==> src/rtl/mux_rr_arbiter.sv <==
// Round-robin arbiter in front of an 8:1 result-select mux.
// Grants one of eight requesters, drives the mux select and holds a registered
// copy of the winning word until the consumer accepts it on a valid/ready handshake.
module mux_rr_arbiter #(
   parameter int DATA_W = 8
) (
   input  logic                clk,
   input  logic                rst,
   input  logic                en,
   input  logic [7:0]          req,
   input  logic [8*DATA_W-1:0] d,
   input  logic                out_ready,
   output logic [2:0]          sel,
   output logic [7:0]          gnt,
   output logic [7:0]          ack,
   output logic                out_valid,
   output logic [DATA_W-1:0]   out_data
);

   typedef enum logic {
      IDLE,
      XFER
   } state_t;

   state_t              state;
   state_t              next_state;
   logic [2:0]          ptr;
   logic [2:0]          winner;
   logic                arb_ok;
   logic                accept;
   logic                load;
   logic [DATA_W-1:0]   d_arr [8];

   // Unpack the flattened requester data into one word per requester
   always_comb begin
      for (int i = 0; i < 8; i++) begin
         d_arr[i] = d[i*DATA_W +: DATA_W];
      end
   end

   // Pick the first active requester starting at the pointer and wrapping mod 8
   always_comb begin
      logic       found;
      logic [2:0] idx;
      found  = 1'b0;
      winner = ptr;
      idx    = ptr;
      for (int k = 0; k < 8; k++) begin
         idx = ptr + 3'(k);
         if (!found && req[idx]) begin
            winner = idx;
            found  = 1'b1;
         end
      end
   end

   // A grant is loaded from IDLE, or on an accept in XFER so the path never bubbles
   always_comb begin
      arb_ok     = en & (|req);
      accept     = out_valid & out_ready;
      load       = 1'b0;
      next_state = state;
      case (state)
         IDLE: begin
            if (arb_ok) begin
               load       = 1'b1;
               next_state = XFER;
            end
         end
         XFER: begin
            if (accept) begin
               if (arb_ok) begin
                  load       = 1'b1;
                  next_state = XFER;
               end else begin
                  next_state = IDLE;
               end
            end
         end
         default: next_state = IDLE;
      endcase
   end

   // State register
   always_ff @(posedge clk or posedge rst) begin
      if (rst) begin
         state <= IDLE;
      end else begin
         state <= next_state;
      end
   end

   // Capture the winner on a grant; SEL and OUT_DATA keep their last value once the transfer drains
   always_ff @(posedge clk or posedge rst) begin
      if (rst) begin
         ptr       <= 3'd0;
         sel       <= 3'd0;
         gnt       <= 8'd0;
         out_valid <= 1'b0;
         out_data  <= '0;
      end else if (load) begin
         ptr       <= winner + 3'd1;
         sel       <= winner;
         gnt       <= 8'b1 << winner;
         out_valid <= 1'b1;
         out_data  <= d_arr[winner];
      end else if (accept) begin
         gnt       <= 8'd0;
         out_valid <= 1'b0;
      end
   end

   // Acknowledge goes to the granted requester only in the cycle its word is taken
   always_comb begin
      ack = gnt & {8{out_valid & out_ready}};
   end

endmodule

==> config.mk <==
export PLATFORM = sky130hd
export DESIGN_NAME = mux_rr_arbiter
export DESIGN_NICKNAME = d
export VERILOG_FILES = /design/src/rtl/mux_rr_arbiter.sv
export SDC_FILE = /design/constraint.sdc
export NUM_CORES = 1
export LEC_CHECK = 0
export CORE_MARGIN = 5
export CORE_UTILIZATION = 42
export CTS_BUF_LIST = sky130_fd_sc_hd__clkbuf_4 sky130_fd_sc_hd__clkbuf_8 sky130_fd_sc_hd__clkbuf_16
export CTS_CLUSTER_DIAMETER = 30
export DETAILED_ROUTE_END_ITERATION = 10
export PLACE_DENSITY = 0.78
export SYNTH_ARGS = -nofsm -noshare
export SYNTH_HDL_FRONTEND = slang
export SYNTH_SLANG_ARGS = --single-unit
==> constraint.sdc <==
create_clock -name clk -period 4.05 [get_ports clk]
set_input_delay 0.81 -clock clk [delete_from_list [all_inputs] [get_ports clk]]
set_output_delay 0.81 -clock clk [all_outputs]
set_load 0.02 [all_outputs]
### Yosys cells after proc, flatten, opt, wreduce, memory -nomap -nowiden

Cells that the tools add are included.

* input port bits: 76
* bits in latches: 0
* flip-flop bits (word level): 24
* memories: 0
* bits in writable memories: 0
* ROM bits: 0
* logic and storage cells: 87

* div/mod/pow operators: 0
* $add $sub $neg: 8
* magnitude comparators: 9
* reductions and logical operators: 16
* multiply operators: 0
* multiplexer cells: 42
* equal/unequal tests: 0
* bitwise operators: 5
* shift-type cells: 1

Operator list (count)
* less-than comparator 3 x 4 -> 1 bit, second input constant: 8
* 2-to-1 mux 8 bit: 4
* binary-select mux 1 bit (select 3 bit): 8
* binary-select mux 8 bit (select 3 bit): 1
* 2-to-1 mux 3 bit: 7
* 2-to-1 mux 1 bit: 20
* adder 3 bit, second input constant: 4
* bitwise AND 8 bit: 1
* OR reduction 8 bit: 1
* left shift 1 x 3 -> 8 bit, first input constant: 1
* logical AND 1 bit: 7
* zero test 1 bit: 7
* adder 3 x 1 -> 3 bit, second input constant: 2
* adder 3 x 2 -> 3 bit, second input constant: 2
* >= comparator 4 bit, second input constant: 1
* inverter 3 -> 4 bit: 1
* case mux 1 bit (2 select lines): 2
* bitwise AND 1 bit: 2
* nonzero test 2 bit: 1
* inverter 1 bit: 1

### Logic depth before layout (Yosys ltp)

* depth in word-level cells: 28
* gate-level depth with buffers: 19
* depth with buffers taken out: 12

### Least setup slack after synthesis

No wires, ideal clock.

* path kind: flip-flop to flip-flop
* start point: reg ptr[0]
* end point: reg out_data[0]
* path buffers: 6
* arrival time: 4.312 ns
* stages on the path, launching flop included: 18
* setup slack: -0.388 ns
* period minus slack after synthesis: 4.438 ns
* path through: dfrtp_1 > buf_2 > buf_2 > inv_2 > clkbuf_1 > ha_1 > buf_6 > mux2_1 > mux4_2 > o32ai_4 > nand2_2 > o21ai_2 > xnor2_2 > buf_6 > buf_2 > mux2i_1 > mux2i_1 > a221o_1

* cells in the longest elaborated chain, start to end: 28
* elaborated cells between the ends (all ways): 55
* classes of those cells: 7 x add/sub; 33 x mux; 1 x bitwise; 14 x reduce/logical

RTL lines
* start: declaration: line 27 `logic [2:0] ptr;`
* start signal: assignment: line 102 `ptr <= winner + 3'd1;`
* parallel branches: the longest is 23 deep, another holds adder 3 x 1 -> 3 bit
* 2-to-1 mux 3 bit (*): line 50 `if (!found && req[idx]) begin`
* inverter 3 -> 4 bit (not written as such) (*): line 106 `out_data <= d_arr[winner];`
* binary-select mux 8 bit (select 3 bit) (*): line 106
* 2-to-1 mux 8 bit (not written as such) (*) (2 in a row): line 106
* end signal: assignment: line 106
* end: declaration: line 17 `output logic [DATA_W-1:0] out_data`

Mark *: on every way between the ends. The select of a mux whose other input is x is not followed.
A chain may end at the register's enable or synchronous reset.

### Worst setup path in the final report

* start point: in req[2]
* end point: reg out_data[6]

* cells in the longest elaborated chain, start to end: 28
* elaborated cells between the ends (all ways): 53
* classes of those cells: 36 x mux; 2 x bitwise; 15 x reduce/logical

RTL lines
* start: declaration: line 10 `input logic [7:0] req,`
* binary-select mux 1 bit (select 3 bit): line 50
* 2-to-1 mux 1 bit (not written as such): line 50
* 2-to-1 mux 1 bit: line 50
* zero test 1 bit: line 50
* logical AND 1 bit: line 50
* 2-to-1 mux 1 bit: line 50
* zero test 1 bit: line 50
* logical AND 1 bit: line 50
* [... 11 more ...]
* logical AND 1 bit: line 50
* 2-to-1 mux 1 bit: line 50
* zero test 1 bit: line 50
* logical AND 1 bit: line 50
* 2-to-1 mux 3 bit: line 50
* inverter 3 -> 4 bit (not written as such): line 106
* binary-select mux 8 bit (select 3 bit): line 106
* 2-to-1 mux 8 bit (not written as such) (2 in a row): line 106

Parallel ways exist; a longest one is shown, timed or not. The select of a mux whose other input is x is not followed.

==> impl_metrics.yaml <==
run_status:
  status: "completed"
synthesis:
  synth_seq_area_share_pct: 19.9
  ys_seq_elements: 24
  synth_cell_types: 56
  synth_edf_count: 0
  synth_ff_type: "dfrtp_1"
  syn_nets: 431
  ys_async_sr_fraction_pct: 100
  yosysWarnings: 0
  netlist_instances: 352
  synth.cell_area_mm2: 0.00301
  syn_area_per_cell_um2: 8.56
layout:
  multi_input_comb_area_mm2: 0.00227
  design_area_mm2: 0.00434
  regArea_um2: 601
  fin_nets: 534
  antenna_cells: 0
  final_layout_size_suffix_gt1_share_pct: 14.8
  syn_to_final_growth_pct: 44.1
  fillers: 588
detailed_routing:
  drt-initial-drc-count: 245
  drc_errors: 0
  wl_per_cell_um: 16.2
  vias_per_cell: 5.86
  routed_wl_um: 8890
  vias: 3222
  dr.pass1.iters: 4
  ant_nets: 0
min_path:
  hold_path.class: "register to register"
timing:
  hold_viol: 0
  timing.fmax_mhz: 258
  min_period_ns: 3.87
  timing.slew.headroom_pct: 39.3
  setup-tns-final_ns: 0
  slew_viol_final: 0
  setup_ws_ns: 0.176
  clock_skew_ns: 0.00495
  rsz0062_at_grt: "false"
  setup_violations: 0
  worstMarginPinSlew_ns: 0.910
  fin_crit_sh_pct: 95.6
  timing.hold.ws_ns: 0.487
floorplanning:
  die_h_um: 94.7
  core_mm2: 0.00687
  pin_count: 104
  dieWidth_um: 94.7
  dieArea_mm2: 0.00896
  initial_core_util_pct: 43.8
  num_rows: 30
setup_path:
  crit_chain: "clkdlybuf4s50_1 > mux2_1 > mux4_2 > o32ai_4 > buf_4 > nand3_1 > or3b_1 > o21ai_2 > buf_12 > nand3b_1 > o211a_1 > a221o_1"
  crit_family: "multiplexers"
  cp-start-kind: "primary input"
  slowest_stage: "mux4_2"
  cp_max_fo: 30
  required_ns: 4.21
  critical-path-max-stage-delay_ns: 0.55
  critPathBufInv: 3
  arrival_ns: 4.03
  critical_path_class: "primary input to register"
  worstSetupEndpointType: "register"
placement:
  hpwl_um: 6970
  routabilityCongestion: 0.846
  postPlaceCellArea_mm2: 0.00426
  port_buffers: 103
  pre_cts_ws_ns: -0.159
clock_tree:
  cts_buffers: 3
  cts_buffer_depth: 2
  cts_htree_levels: 1
  ctsHoldBuffers: 0
  cts_root_buffer: "clkbuf_8"
  cts_resized: 0
  path_clk_slew_ns: 0.08
  post_cts_buffers: 0
  cts_sinks: 24
  clock_latency_ns: 0.27
  cts_tree: "yes"
pwr:
  p_int_w: 0.00238
  switching_share_pct: 48.7
  leakage_nw: 1.84
  combPwrFrac_pct: 86.2
  p_sw_w: 0.00226
  power.density_mw_per_mm2: 1070
  power_frac_seq_pct: 9.2
  vdd_drop_max_mv: 0.661
  p_total_w: 0.00464
  clockPowerShare_pct: 4.5
flow_run:
  cap_violations: 0
global_routing:
  grt_use_total_pct: 19.6
  grt_pass1_wl_um: 14400
  grt_pass1_vias: 3072
  grt_overflow_total: 0
  antenna_found_initial: 0
  grt_max_degree: 36
per-layer routing:
metal	vias up	global-route usage [%]	share of wire, %
li1	1558	-	-
met1	1530	25.1	42
met2	120	34.6	51
met3	14	3.43	5.3
met4	0	3.61	1.7
met5	-	0	0
synthesized netlist by cell type, drive strengths merged (2+ instances only):
cell,number,area share [%]
nor2b,9,1.9
mux4,12,9.0
a32o,4,1.3
ha,3,1.2
a221o,8,2.7
dfrtp,24,20
o22ai,2,0.42
or3,7,1.5
nor3,10,1.7
o211a,8,2.7
mux2i,30,10
nand2,40,5.1
a31oi,9,1.9
and3b,2,0.58
nand3,15,2.5
o221ai,2,0.58
o211ai,9,2.2
clkbuf,22,2.7
nand4b,7,2.0
xnor2,5,1.7
inv,8,1.0
buf,9,2.1
nand3b,8,2.0
a21oi,15,2.5
o21ai,11,2.0
and3,11,2.3
o32ai,2,1.2
a221oi,3,0.87
nand4,2,0.42
nor2,14,1.7
and2,8,1.7
nor4,2,0.42
mux2,16,6.5
a21o,2,0.50
placed cells by master (no fill, tap or decap), drive strengths merged, types with 8 or more instances in the layout:
master	netlist	final
dfrtp	24	24
a21oi	15	15
nor3	10	10
and3	11	11
buf	9	26
a221o	8	8
nand3b	8	8
nand3	15	15
o211a	8	8
mux4	12	12
mux2	16	16
o211ai	9	9
nor2	14	14
a31oi	9	9
nor2b	9	9
clkdlybuf4s50	0	102
nand2	40	40
o21ai	11	11
inv	8	8
and2	8	8
mux2i	30	30
worst register-to-register path: stages (launching register included):
cell and delay, ns:
dfrtp_1 0.35, inv_1 0.10, ha_4 0.39, mux2_1 0.39, mux4_2 0.54, o32ai_4 0.26, buf_4 0.19, nand3_1 0.10
or3b_1 0.38, o21ai_2 0.09, buf_12 0.22, nand3b_1 0.15, o211a_1 0.17, a221o_1 0.25
through the flow:
stage | instances | util [%]
6_report | 550 | 63.2
5_1_grt | 550 | 63.2
4_1_cts | 550 | 63.0
3_5_place_dp | 546 | 62.0
3_3_place_gp | 546 | 62.0
2_1_floorplan | 352 | -
sequential cells by signal (all words and copies together), names as in the netlist:
signal,count
sel,3
gnt,8
state,1
out_valid,1
out_data,8
ptr,3
layout make-up:
| class | count | share of cell area (%) |
|---|---|---|
| clock inverter | 1 | 0.692 |
| timing repair buffer | 129 | 28.6 |
| tap | 96 | 2.77 |
| inverter | 9 | 0.778 |
| multi-input combinational | 288 | 52.4 |
| clock buffer | 3 | 0.951 |
| sequential | 24 | 13.8 |
final timing paths:
| check | slack [ns] | endpoint | from | cells after the start |
|---|---|---|---|---|
| worst max-delay path | 0.18 | out_data[6]$_DFFE_PP0P_ | req[2] | 12 |
| min in group asynchronous | 1.03 | sel[1]$_DFFE_PP0P_ | rst | 2 |
| worst min register to register | 0.49 | sel[2]$_DFFE_PP0P_ | sel[2]$_DFFE_PP0P_ | 1 |
| worst max register to register | 0.36 | out_data[6]$_DFFE_PP0P_ | ptr[1]$_DFFE_PP0P_ | 13 |
| max in group asynchronous | 2.46 | ptr[0]$_DFFE_PP0P_ | rst | 2 |
| worst min-delay path | 0.49 | sel[2]$_DFFE_PP0P_ | sel[2]$_DFFE_PP0P_ | 1 |
power by group through the flow:
| stage | Combinational, W | Clock, W | Sequential [W] |
|---|---|---|---|
| final | 0.00400 | 0.000210 | 0.000429 |
| after global routing | 0.00434 | 0.000224 | 0.000446 |
| after CTS | 0.00396 | 0.000213 | 0.000429 |
| after detailed placement | 0.00394 | 0 | 0.000432 |
| after global placement | 0.00387 | 0 | 0.000431 |
| after floorplan | 0.00282 | 0 | 0.000500 |
kinds of logic after synthesis:
group / share of synthesized area (%)
AND/OR/NAND/NOR: 24.7
AO/OA/AOI/OAI: 20.7
multiplexers: 25.4
buffers and inverters: 5.98
flip-flops: 19.9
XOR/XNOR: 1.99
adder cells (fa/ha/maj): 1.25
No activity file was read; power rests on OpenSTA's default activity.
